File: src/rtl/complex_vector_addsub.sv
// Complex fixed-point add/subtract engine with run control, pipelined datapath and accumulate mode.
// Define CVADD_SAT_EN for saturating arithmetic; otherwise components wrap modulo 2^W.
module complex_vector_addsub #(
  parameter int unsigned W      = 32,
  parameter int unsigned STAGES = 2,
  parameter int unsigned LEN_W  = 8
) (
  input  logic              clk,
  input  logic              rst,
  input  logic              start,
  input  logic [LEN_W-1:0]  len,
  input  logic              mode,
  input  logic              op,
  input  logic              in_valid,
  output logic              in_ready,
  input  logic [2*W-1:0]    a,
  input  logic [2*W-1:0]    b,
  output logic              out_valid,
  output logic [2*W-1:0]    result,
  output logic [2*W-1:0]    held,
  input  logic              hold_clr,
  output logic              busy,
  output logic              done
);

  localparam int unsigned LAST = STAGES - 1;
  localparam int unsigned DW   = 2 * W;

  typedef enum logic [1:0] {S_IDLE, S_RUN, S_DRAIN, S_DONE} state_t;

  // One component add/sub; subtraction folds into the adder as x + ~y + 1.
  function automatic logic [W-1:0] f_addsub(input logic [W-1:0] x, input logic [W-1:0] y,
                                            input logic sub);
    logic [W-1:0] y_eff;
    logic [W-1:0] sum;
    y_eff = sub ? ~y : y;
    sum   = x + y_eff + W'(sub);
`ifdef CVADD_SAT_EN
    if ((x[W-1] == y_eff[W-1]) && (sum[W-1] != x[W-1]))
      sum = x[W-1] ? {1'b1, {(W-1){1'b0}}} : {1'b0, {(W-1){1'b1}}};
`endif
    return sum;
  endfunction

  function automatic logic [DW-1:0] f_cplx(input logic [DW-1:0] x, input logic [DW-1:0] y,
                                           input logic sub);
    return {f_addsub(x[DW-1:W], y[DW-1:W], sub), f_addsub(x[W-1:0], y[W-1:0], sub)};
  endfunction

  state_t             r_state;
  logic [LEN_W-1:0]   r_len;
  logic [LEN_W-1:0]   r_in_cnt;
  logic               r_mode;
  logic               r_in_ready;
  logic               r_busy;
  logic               r_done;
  logic [STAGES-1:0]  r_pv;
  logic [STAGES-1:0]  r_plast;
  logic [DW-1:0]      r_pd [STAGES];
  logic [DW-1:0]      r_acc;
  logic               r_acc_v;
  logic [DW-1:0]      r_held;

  logic               w_accept;
  logic               w_is_last;
  logic               w_enter_last;
  logic               w_fin;

  assign w_accept  = in_valid & r_in_ready;
  assign w_is_last = (r_in_cnt == r_len - LEN_W'(1));

  // Final element is about to enter the last pipeline stage on this edge.
  generate
    if (STAGES == 1) begin : g_one
      assign w_enter_last = w_accept & w_is_last;
    end else begin : g_multi
      assign w_enter_last = r_plast[STAGES-2];
    end
  endgenerate

  // The edge that makes the final out_valid visible.
  assign w_fin = r_mode ? r_plast[LAST] : w_enter_last;

  always_ff @(posedge clk or posedge rst) begin : p_fsm
    if (rst) begin
      r_state    <= S_IDLE;
      r_len      <= '0;
      r_mode     <= 1'b0;
      r_in_cnt   <= '0;
      r_in_ready <= 1'b0;
      r_busy     <= 1'b0;
      r_done     <= 1'b0;
    end else begin
      r_done <= 1'b0;
      unique case (r_state)
        S_IDLE: begin
          if (start) begin
            r_len    <= len;
            r_mode   <= mode;
            r_in_cnt <= '0;
            if (len == '0) begin
              r_state <= S_DONE;
              r_done  <= 1'b1;
            end else begin
              r_state    <= S_RUN;
              r_in_ready <= 1'b1;
              r_busy     <= 1'b1;
            end
          end
        end
        S_RUN: begin
          if (w_accept) begin
            r_in_cnt <= r_in_cnt + LEN_W'(1);
            if (w_is_last) begin
              r_in_ready <= 1'b0;
              if (w_fin) begin
                r_state <= S_DONE;
                r_done  <= 1'b1;
                r_busy  <= 1'b0;
              end else begin
                r_state <= S_DRAIN;
              end
            end
          end
        end
        S_DRAIN: begin
          if (w_fin) begin
            r_state <= S_DONE;
            r_done  <= 1'b1;
            r_busy  <= 1'b0;
          end
        end
        S_DONE:  r_state <= S_IDLE;
        default: r_state <= S_IDLE;
      endcase
    end
  end

  // Add/sub pipeline: the first register captures the accepted element's result.
  always_ff @(posedge clk or posedge rst) begin : p_pipe
    if (rst) begin
      r_pv    <= '0;
      r_plast <= '0;
      for (int unsigned k = 0; k < STAGES; k++) r_pd[k] <= '0;
    end else begin
      r_pv[0]    <= w_accept;
      r_plast[0] <= w_accept & w_is_last;
      r_pd[0]    <= f_cplx(a, b, op);
      for (int unsigned k = 1; k < STAGES; k++) begin
        r_pv[k]    <= r_pv[k-1];
        r_plast[k] <= r_plast[k-1];
        r_pd[k]    <= r_pd[k-1];
      end
    end
  end

  always_ff @(posedge clk or posedge rst) begin : p_acc
    if (rst) begin
      r_acc   <= '0;
      r_acc_v <= 1'b0;
    end else begin
      r_acc_v <= r_mode & r_plast[LAST];
      if ((r_state == S_IDLE) && start)
        r_acc <= '0;
      else if (r_mode && r_pv[LAST])
        r_acc <= f_cplx(r_acc, r_pd[LAST], 1'b0);
    end
  end

  // A load of a presented result takes priority over the clear request.
  always_ff @(posedge clk or posedge rst) begin : p_held
    if (rst)
      r_held <= '0;
    else if (out_valid)
      r_held <= result;
    else if (hold_clr)
      r_held <= '0;
  end

  assign out_valid = r_mode ? r_acc_v : r_pv[LAST];
  assign result    = r_mode ? r_acc : r_pd[LAST];
  assign held      = r_held;
  assign in_ready  = r_in_ready;
  assign busy      = r_busy;
  assign done      = r_done;

endmodule

File: config.mk
export PLATFORM = sky130hd
export DESIGN_NAME = complex_vector_addsub
export DESIGN_NICKNAME = d
export VERILOG_FILES = /design/src/rtl/complex_vector_addsub.sv
export SDC_FILE = /design/constraint.sdc
export NUM_CORES = 1
export LEC_CHECK = 0
export ABC_AREA = 1
export CORE_MARGIN = 2
export CORE_UTILIZATION = 55
export CTS_CLUSTER_SIZE = 24
export DETAILED_ROUTE_END_ITERATION = 7
export PLACE_DENSITY = 0.81
export SETUP_SLACK_MARGIN = 0.15
export SLEW_MARGIN = 0
export SYNTH_ARGS = -nofsm -noshare
export SYNTH_HDL_FRONTEND = slang
export SYNTH_SLANG_ARGS = --single-unit
File: constraint.sdc
create_clock -name clk -period 14.25 [get_ports clk]
set_input_delay 2.85 -clock clk [delete_from_list [all_inputs] [get_ports clk]]
set_output_delay 2.85 -clock clk [all_outputs]
set_load 0.02 [all_outputs]
Yosys cells after proc, flatten, opt, wreduce, memory -nomap -nowiden

Index checks and enable logic that the tools add are counted.

Output and inout port bits: 132
Input port bits: 143
Logic and storage cells: 83
Register bits: 283

Bitwise operators: 5
Muxes and demuxes: 34
Equality and inequality tests: 9
Reductions and logical operators: 13
$add $sub $neg: 8

Operators by type and width:

| operator                                                            | number |
|---|---|
| 64-bit two-way mux                                                  | 5 |
| 32-bit adder                                                        | 4 |
| 32-bit by 1-bit adder with 32-bit output                            | 2 |
| 32-bit two-way mux                                                  | 2 |
| 32-bit NOT                                                          | 2 |
| 8-bit two-way mux                                                   | 2 |
| 8-bit one-hot mux with 2 select lines                               | 1 |
| 1-bit two-way mux                                                   | 15 |
| 2-bit two-way mux                                                   | 5 |
| 2-bit inequality test (second input constant)                       | 5 |
| 5-bit AND reduction                                                 | 2 |
| 8-bit by 1-bit adder with 8-bit output (second input constant)      | 1 |
| 8-bit == test                                                       | 1 |
| 8-bit logical NOT                                                   | 1 |
| 2-bit one-hot mux with 4 select lines                               | 1 |
| 8-bit by 1-bit subtractor with 8-bit output (second input constant) | 1 |
| 1-bit one-hot mux with 3 select lines                               | 2 |
| 2-bit nonzero test                                                  | 3 |
| 2-bit == test (second input constant)                               | 2 |
| 4-bit AND reduction                                                 | 1 |
| 1-bit AND                                                           | 3 |
| 3-bit AND reduction                                                 | 1 |
| 3-bit nonzero test                                                  | 1 |
| 2-bit by 1-bit == test with 1-bit output (second input constant)    | 1 |
| other kinds (4)                                                     | 5 |

Logic depth before layout (Yosys ltp)

Gate-level depths: netlist (run 1).

Depth in word-level cells: 5
Mapped depth: 15
Depth with buffers taken out: 15

Least setup slack after synthesis (run 1)

No wires, ideal clock.

Path type: in2reg
From: in op
To: reg r_pd[120] (netlist bit)
Stages: 12
Setup time: 0.124 ns
Data arrival time: 4.619 ns
Data required time: 14.126 ns
Path slack: 9.507 ns
Path buffers: 2
Cell sequence: buf_4 > buf_2 > xor2_1 > fa_1 > nand2_1 > nand2_1 > o21ai_1 > inv_1 > a21o_1 > nand2_1 > nand3_1 > xor2_1

Cells in the longest elaborated chain, start to end: 3

Ends and longest elaborated chain:

| item                                       | line | source |
|---|---|---|
| from (decl)                                | 13   | `input logic op,` |
| 32-bit two-way mux                         | 36   | `y_eff = sub ? ~y : y;` |
| 32-bit adder                               | 37   | `sum = x + y_eff + W'(sub);` |
| 32-bit by 1-bit adder with 32-bit output * | 37   |  |
| to (signal, indexed assignment)            | 152  | `r_pd[k] <= r_pd[k-1];` |
| to (decl)                                  | 59   | `logic [DW-1:0] r_pd [STAGES];` |

Mark *: on every way between the ends. The rest lies on a longest branch, timed or not.
A chain may end at the register's enable or synchronous reset.

Worst setup path in the final report (run 1)

From: reg r_mode
To: out result[63]

Cells in the longest elaborated chain, start to end: 1

Ends and longest elaborated chain:

| item                   | line | source |
|---|---|---|
| from (decl)            | 53   | `logic r_mode;` |
| from (signal assigned) | 99   | `r_mode <= mode;` |
| 64-bit two-way mux     | 181  | `assign result = r_mode ? r_acc : r_pd[LAST];` |
| to (decl)              | 19   | `output logic [2*W-1:0] result,` |

Every way passes these cells.

==> flow_metrics.env, run 1 <==
export IMPL_cts_root_buffer="clkbuf_16"
export IMPL_row_count=67
export IMPL_drc=0
export IMPL_finalPower_mw=4.75
export IMPL_r2r_start="r_mode"
export IMPL_fin_cells=3350
export IMPL_clock_power_share=0.174
export IMPL_period_share=0.407
export IMPL_min_to="r_pd[0]"
export IMPL_switching_share=0.466
export IMPL_antenna_found_initial=0
export IMPL_grt_pass1_wl_um=90000
export IMPL_period_minus_slack_ns=5.81
export IMPL_detail_route_antenna_nets=0
export IMPL_syn_instance_count=2619
export IMPL_synth_cell_types=44
export IMPL_dpl_cell_count=3298
export IMPL_worst_hold_startpoint="r_pd[64]"
export IMPL_worstPathRequired_ns=11.40
export IMPL_final_hold_violation_count=0
export IMPL_power_switching_mw=2.21
export IMPL_cp_slowest_cell="buf_4"
export IMPL_io_pins=275
export IMPL_grt_start_max_net_pins=105
export IMPL_firstDrtPassIters=6
export IMPL_synth_area_um2=18800
export IMPL_critPathKind="reg2out"
export IMPL_vdd_drop_max_mv=0.126
export IMPL_drt_wl_total_um=55100
export IMPL_r2r_setup_slack_ns=10.54
export IMPL_syn_nets=2895
export IMPL_clock_sinks=283
export IMPL_cts_hold_buffers=0
export IMPL_fin_setup_tns_ns=0
export IMPL_leakage_nw=11.5
export IMPL_start_util=0.560
export IMPL_regArea_um2=7080
export IMPL_areaGrowthSynthToFinish_pct=22.3
export IMPL_finalSetupViolCount=0
export IMPL_antenna_cells=0
export IMPL_hold_path_depth=0
export IMPL_rsz0062_at_grt="false"
export IMPL_crit_chain="inv_2, buf_4, nand2_1, nand2_1, clkdlybuf4s50_1"
export IMPL_die_area_um2=35700
export IMPL_h_tree_depth=1
export IMPL_final_nets=3156
export IMPL_cts_resized=0
export IMPL_clkTransAtPathRegs_ns=0.07
export IMPL_cts_buffers=28
export IMPL_yosys_warnings=0
export IMPL_clk_latency_ns=0.55
export IMPL_port_buffers=274
export IMPL_grt_pass1_vias=17600
export IMPL_final_common_cell="nand2_1"
export IMPL_max_slew_margin=0.305
export IMPL_fillers=2858
export IMPL_end_kind="output port"
export IMPL_seq_power_share=0.275
export IMPL_slowest_delay_ns=0.67
export IMPL_post_cts_setup_buffers=0
export IMPL_max_freq_ghz=0.172
export IMPL_ys_ff_latch=283
export IMPL_dp_hpwl_um=43000
export IMPL_fin_util=0.685
export IMPL_dr_total_vias=18200
export IMPL_via_per_inst=5.42
export IMPL_finalMaxSlewViolations=0
export IMPL_drt_initial_drc_count=1620
export IMPL_internal_power_mw=2.54
export IMPL_arrival_ns=2.96
export IMPL_min_path_type="reg2reg"
export IMPL_status="finished clean"
export IMPL_grt_overflow=0
export IMPL_reg2reg_depth=7
export IMPL_power_density_nw_per_um2=206
export IMPL_crit_fanout=68
export IMPL_chipWidth_um=189
export IMPL_ys_seq_area_frac=0.376
export IMPL_finClkSkew_ns=0.0118
export IMPL_clockBufferDepth=3
export IMPL_drive_above_1_share=0.0310
export IMPL_wl_per_cell_um=16.5
export IMPL_crit_path_frequent_cell="nand2_1"
export IMPL_synth_area_per_cell_um2=7.19
export IMPL_combPwrFrac=0.551
export IMPL_place_congestion=0.954
export IMPL_die_y_um=189
export IMPL_multiInputGateArea_um2=10300
export IMPL_cap_violations=0
export IMPL_most_common_layout_cells="nand2_1, inv_1, dfrtp_1"
export IMPL_r2r_end="held[61]"
export IMPL_grt_usage=0.312
export IMPL_start_kind="flop"
export IMPL_worst_pin_slew_ns=1.04
export IMPL_coreArea_um2=33600
export IMPL_cts_tree="done"
## layout make-up
class / count / share of cell area
clock buffer: 35 / 0.0338
sequential: 283 / 0.307
multi-input combinational: 1965 / 0.449
clock inverter: 17 / 0.0114
inverter: 321 / 0.0526
tap: 448 / 0.0243
timing repair buffer: 281 / 0.121
## per-stage QoR
| stage | setup WS, ns | hold WS [ns] | instance area, um2 |
|---|---|---|---|
| global placement | 8.68 | 0.333 | 22000 |
| finish | 8.44 | 0.344 | 23000 |
| global route | 8.33 | 0.357 | 23000 |
| CTS | 8.47 | 0.345 | 23000 |
| detailed placement | 8.55 | 0.335 | 22000 |
| floorplan | 3.59 | 0.331 | 18800 |
## Yosys cell counts, drive strengths merged
cell | n | area (um2)
dfrtp | 283 | 7080
nor3b | 3 | 22.5
fa | 4 | 80.1
a22o | 1 | 8.76
a211o | 1 | 8.76
clkbuf | 32 | 120
a21oi | 158 | 791
o21a | 5 | 37.5
o31ai | 2 | 15.0
nand2 | 862 | 3250
a32o | 1 | 10.0
buf | 18 | 98.8
o21bai | 12 | 90.1
inv | 321 | 1200
nand4 | 21 | 131
o211ai | 2 | 15.0
a21boi | 9 | 67.6
or2 | 9 | 56.3
ha | 129 | 1610
xnor2 | 10 | 87.6
o21ai | 221 | 1150
nand3b | 14 | 105
o22ai | 6 | 37.5
and2 | 3 | 18.8
a22oi | 1 | 7.51
a31oi | 4 | 25.0
nand3 | 126 | 641
xor2 | 111 | 972
nor3 | 31 | 165
nor4 | 13 | 81.3
nor2 | 189 | 717
a21o | 17 | 128
## cells by family after synthesis
logic type               Yosys count  synth area share
AO/OA/AOI/OAI                    440             0.127
flip-flops                       283             0.376
AND/OR/NAND/NOR                 1271             0.275
adder cells (fa/ha/maj)          133            0.0899
XOR/XNOR                         121            0.0563
buffers and inverters            371            0.0756
## power groups by stage
stage	combinational, mW	clock, mW	sequential [mW]
2_1_floorplan	1.59	0	1.34
3_3_place_gp	2.52	0	1.30
3_5_place_dp	2.57	0	1.31
4_1_cts	2.59	0.831	1.30
5_1_grt	2.90	0.865	1.34
6_report	2.62	0.825	1.31
## state kept, by name, indices dropped and copies added (netlist names), 2 cells and up
name      cells
held         64
r_in_cnt      8
r_state       2
r_len         8
r_pv          2
r_plast       2
r_pd        128
r_acc        64
## worst max-delay path: cells and delay by family (launching register included)
family,cells,cell delay [ns]
buffers and inverters,3,1.61
flip-flops,1,0.40
AND/OR/NAND/NOR,2,0.37
## worst max path at each step
stage	startpoint	slack [ns]	end
after detailed placement	start	8.55	r_acc[34]
after floorplan	rst	3.59	busy
after global placement	rst	8.68	held[56]
after CTS	r_mode	8.47	result[0]
final	r_mode	8.44	result[63]
after global routing	r_mode	8.33	result[2]
## layer usage
layer	share of wire	vias to the layer above	GRT usage
met4	0.017	0	0.0631
met2	0.43	724	0.487
met1	0.47	8428	0.471
met5	0	-	0
li1	-	8936	-
met3	0.076	70	0.0317
Power figures use the tool's default switching activity.
==> run 2: changes to the inputs <==
Settings changed: CORE_UTILIZATION 55 to 50, PLACE_DENSITY 0.81 to 0.77.
Clock period 14.25 ns to 4.7 ns, I/O delays scaled along.
==> run 2 against run 1 <==
Via count fell by 1.9%; worst setup slack lost 7.5 ns; combinational power increased to 3.0 times the previous value; highest routed layer unchanged; sequential power rose to 3.0 times the previous value; non-clock buffer count is 6 higher; final area grew 0.54%; critical endpoint is now result[4]; critical path depth did not move; register-to-register slack worse by 8.8 ns; first-iteration DRC count is 19% lower; die area rose by 9.8%; total power rose to 3.0 times the previous value; global-route usage fell by 2.8 points.
==> flow_metrics.env, run 2 (synthesized netlist as in run 1, its figures left out) <==
export IMPL_status="finished clean"
export IMPL_via_per_inst=5.21
export IMPL_start_util=0.504
export IMPL_critPathKind="reg2out"
export IMPL_detail_route_antenna_nets=0
export IMPL_cts_buffers=31
export IMPL_cts_tree="done"
export IMPL_period_share=0.793
export IMPL_cts_hold_buffers=0
export IMPL_h_tree_depth=1
export IMPL_firstDrtPassIters=6
export IMPL_die_y_um=198
export IMPL_rsz0062_at_grt="false"
export IMPL_fin_setup_tns_ns=0
export IMPL_crit_chain="inv_2, buf_4, nand2_1, o21ai_0, clkdlybuf4s50_1"
export IMPL_cts_resized=0
export IMPL_drt_initial_drc_count=1319
export IMPL_drt_wl_total_um=55200
export IMPL_grt_pass1_wl_um=87900
export IMPL_dp_hpwl_um=43800
export IMPL_grt_overflow=0
export IMPL_die_area_um2=39200
export IMPL_min_path_type="reg2reg"
export IMPL_arrival_ns=2.79
export IMPL_largest_register="r_pd"
export IMPL_clock_sinks=283
export IMPL_wl_per_cell_um=16.1
export IMPL_worst_pin_slew_ns=1.17
export IMPL_grt_usage=0.283
export IMPL_port_buffers=274
export IMPL_max_freq_ghz=0.268
export IMPL_final_common_cell="nand2_1"
export IMPL_critPathBufInv=3
export IMPL_finalMaxSlewViolations=0
export IMPL_cap_violations=0
export IMPL_leakage_nw=11.5
export IMPL_final_nets=3165
export IMPL_start_kind="flop"
export IMPL_dr_total_vias=17800
export IMPL_final_hold_violation_count=0
export IMPL_largest_reg_flops=128
export IMPL_cts_root_buffer="clkbuf_16"
export IMPL_drive_above_1_share=0.0360
export IMPL_row_count=71
export IMPL_clkTransAtPathRegs_ns=0.06
export IMPL_worstPathRequired_ns=3.76
export IMPL_period_minus_slack_ns=3.73
export IMPL_vdd_drop_max_mv=0.352
export IMPL_cpLargestDelayFamily="buffers and inverters"
export IMPL_cp_slowest_cell="clkdlybuf4s50_1"
export IMPL_drc=0
export IMPL_antenna_found_initial=1
export IMPL_holdWs_ns=0.344
export IMPL_end_kind="output port"
export IMPL_finalSetupViolCount=0
export IMPL_clockBufferDepth=3
export IMPL_areaGrowthSynthToFinish_pct=22.9
export IMPL_finClkSkew_ns=0.0128
export IMPL_most_common_layout_cells="nand2_1, inv_1, dfrtp_1"
export IMPL_crit_fanout=34
export IMPL_coreArea_um2=37400
export IMPL_max_slew_margin=0.219
export IMPL_clk_latency_ns=0.58
export IMPL_slowest_delay_ns=0.68
export IMPL_io_pins=275
export IMPL_post_cts_setup_buffers=0
export IMPL_grt_pass1_vias=16800
export IMPL_antenna_cells=0
export IMPL_grt_start_max_net_pins=185
export IMPL_power_density_nw_per_um2=617
export IMPL_place_congestion=0.956
export IMPL_chipWidth_um=198
-- run 2: cell count changes in the layout (fill, tap and decap cells not counted), moves of 2 or more --
cell | previous run | this run
clkinvlp_4 | 2 | 8
clkbuf_16 | 29 | 31
buf_4 | 8 | 13
clkbuf_1 | 3 | 0
bufinv_16 | 6 | 2
clkinv_2 | 3 | 7
-- run 2: cell type report --
cell class / instances / area [um2]
Inverter: 321 / 1210
Clock buffer: 34 / 817
Fill cell: 3447 / 14200
Clock inverter: 23 / 214
Tap cell: 511 / 639
Sequential cell: 283 / 7080
Timing Repair Buffer: 287 / 2850
Multi-Input combinational cell: 1965 / 10300
-- run 2: routing by layer --
layer / wire length, um / vias to the layer above / GRT usage
met5: 0 / - / 0
met2: 23400 / 580 / 0.430
li1: - / 8982 / -
met3: 3490 / 62 / 0.0365
met4: 1040 / 0 / 0.0660
met1: 27300 / 8198 / 0.428
-- run 2: path summary, 6_finish.rpt --
kind	from	end	slack [ns]	depth (start not counted)
max	r_mode	result[4]	0.97	5
max in group asynchronous	rst	r_pd[51]	2.96	3
min	r_pd[66]	r_pd[2]	0.34	0
min reg2reg	r_pd[66]	r_pd[2]	0.34	0
max reg2reg	r_mode	held[34]	1.78	6
min in group asynchronous	rst	r_acc[43]	0.94	3
-- run 2: where the power goes --
part           total [mW]  switching, mW  leakage [nW]  internal (mW)
registers            3.99          0.677          3.55           3.32
clock network        2.44           1.06         0.494           1.38
logic                7.85           4.97          7.43           2.88
total                14.3           6.70          11.5           7.58
-- run 2: worst register-to-register path: cells and delay by family, from the launching register on --
family,cells,cell delay (ns)
AND/OR/NAND/NOR,3,1.14
flip-flops,1,0.40
AO/OA/AOI/OAI,1,0.31
buffers and inverters,2,0.86
-- run 2: stage by stage --
step	power (mW)	utilization	cells	area [um2]	setup WS [ns]
6_report	14.3	0.619	3424	23200	0.971
3_3_place_gp	11.7	0.592	3367	22100	1.20
2_1_floorplan	8.89	-	2619	18800	0.0107
3_5_place_dp	11.8	0.592	3367	22100	1.13
5_1_grt	15.4	0.619	3424	23200	0.811
4_1_cts	14.3	0.619	3424	23200	0.934
==> run 3: changes to the inputs <==
Settings changed: CORE_UTILIZATION 50 to 55, PLACE_DENSITY 0.77 to 0.81.
Clock period 4.7 ns to 3.9 ns, I/O delays scaled along.
==> run 3 against run 2 <==
Utilization increased by 7.2 points; sequential power up 21%; register-to-register slack got worse by 0.66 ns; total power grew 23%; highest routed layer unchanged.
==> flow_metrics.env, run 3 (synthesized netlist as in run 1, its figures left out) <==
export IMPL_fin_cells=3367
export IMPL_vdd_drop_max_mv=0.595
export IMPL_start_kind="flop"
export IMPL_drt_wl_total_um=56700
export IMPL_grt_start_max_net_pins=66
export IMPL_finClkSkew_ns=0.0192
export IMPL_critPathBufInv=4
export IMPL_grt_pass1_wl_um=91300
export IMPL_place_congestion=0.959
export IMPL_period_share=0.923
export IMPL_detail_route_antenna_nets=0
export IMPL_start_util=0.560
export IMPL_cts_tree="done"
export IMPL_worst_hold_startpoint="r_pd[76]"
export IMPL_rsz0062_at_grt="false"
export IMPL_dpl_cell_count=3309
export IMPL_crit_chain="buf_4, inv_2, buf_4, o21ai_0, clkdlybuf4s50_1"
export IMPL_grt_overflow=0
export IMPL_areaGrowthSynthToFinish_pct=23.4
export IMPL_firstDrtPassIters=5
export IMPL_largest_register="r_pd"
export IMPL_final_common_cell="nand2_1"
export IMPL_cts_hold_buffers=0
export IMPL_r2r_setup_slack_ns=1.12
export IMPL_min_to="r_pd[12]"
export IMPL_finalMaxSlewViolations=0
export IMPL_status="finished clean"
export IMPL_crit_fanout=24
export IMPL_antenna_cells=0
export IMPL_power_density_nw_per_um2=755
export IMPL_r2r_end="r_acc[37]"
export IMPL_finalPower_mw=17.5
export IMPL_most_common_layout_cells="nand2_1, inv_1, dfrtp_1"
export IMPL_cpLargestDelayFamily="buffers and inverters"
export IMPL_post_cts_setup_buffers=0
export IMPL_largest_reg_flops=128
export IMPL_clock_sinks=283
export IMPL_period_minus_slack_ns=3.60
export IMPL_worstPathRequired_ns=3.12
export IMPL_grt_pass1_vias=17600
export IMPL_dr_total_vias=18500
export IMPL_arrival_ns=2.82
export IMPL_final_hold_violation_count=0
export IMPL_drc=0
export IMPL_coreArea_um2=33600
export IMPL_die_area_um2=35700
export IMPL_cts_root_buffer="clkbuf_16"
export IMPL_clkTransAtPathRegs_ns=0.07
export IMPL_die_y_um=189
export IMPL_max_freq_ghz=0.278
export IMPL_finalSetupViolCount=0
export IMPL_dp_hpwl_um=44400
export IMPL_end_kind="output port"
export IMPL_fillers=2766
export IMPL_clockBufferDepth=3
export IMPL_slowest_delay_ns=0.70
export IMPL_leakage_nw=11.5
export IMPL_drive_above_1_share=0.0370
export IMPL_antenna_found_initial=0
export IMPL_worst_pin_slew_ns=0.873
export IMPL_clk_latency_ns=0.57
export IMPL_h_tree_depth=1
export IMPL_wl_per_cell_um=16.9
export IMPL_crit_path_frequent_cell="buf_4"
export IMPL_io_pins=275
export IMPL_max_slew_margin=0.417
export IMPL_grt_usage=0.316
export IMPL_final_nets=3170
export IMPL_cap_violations=0
export IMPL_via_per_inst=5.49
export IMPL_chipWidth_um=189
export IMPL_cts_resized=0
export IMPL_r2r_start="r_state[0]"
export IMPL_drt_initial_drc_count=1433
export IMPL_reg2reg_depth=8
export IMPL_critPathKind="reg2out"
export IMPL_hold_path_depth=0
export IMPL_row_count=67
export IMPL_port_buffers=274
export IMPL_min_path_type="reg2reg"
export IMPL_cp_slowest_cell="clkdlybuf4s50_1"
export IMPL_cp_startpoint="r_mode"
export IMPL_cts_buffers=31
[run 3: cell type report]
cell class	count	area, um2	share of cell area
Multi-Input combinational cell	1965	10300	0.445
Sequential cell	283	7080	0.305
Timing Repair Buffer	292	2980	0.128
Inverter	321	1210	0.0520
Clock buffer	34	797	0.0343
Tap cell	448	561	0.0241
Clock inverter	24	273	0.0117
[run 3: worst max-delay path by stage]
stage,cells after the start,slack [ns],end
2_1_floorplan,1,-0.63,busy
3_3_place_gp,12,0.79,r_pd[126]
3_5_place_dp,11,0.72,r_pd[127]
4_1_cts,5,0.32,result[15]
5_1_grt,5,0.29,result[15]
6_report,5,0.30,result[15]
[run 3: power by group]
| part | internal (mW) | switching [mW] | total (mW) |
|---|---|---|---|
| clock | 1.77 | 1.27 | 3.04 |
| combinational | 3.53 | 6.18 | 9.71 |
| sequential | 3.99 | 0.812 | 4.81 |
[run 3: per-stage QoR]
stage | utilization | TNS, ns | instance area (um2) | hold WS, ns | setup slack (ns)
after floorplan | - | -178.08 | 18800 | 0.331 | -0.629
after global placement | 0.659 | 0 | 22200 | 0.332 | 0.791
after detailed placement | 0.659 | 0 | 22200 | 0.335 | 0.720
after CTS | 0.691 | 0 | 23200 | 0.345 | 0.322
after global routing | 0.691 | 0 | 23200 | 0.345 | 0.287
final | 0.691 | 0 | 23200 | 0.344 | 0.302
[run 3: metal layers]
layer,GRT usage,wire [um]
met4,0.0598,862
met5,0,0
met2,0.494,24900
met3,0.0384,4840
met1,0.476,26200
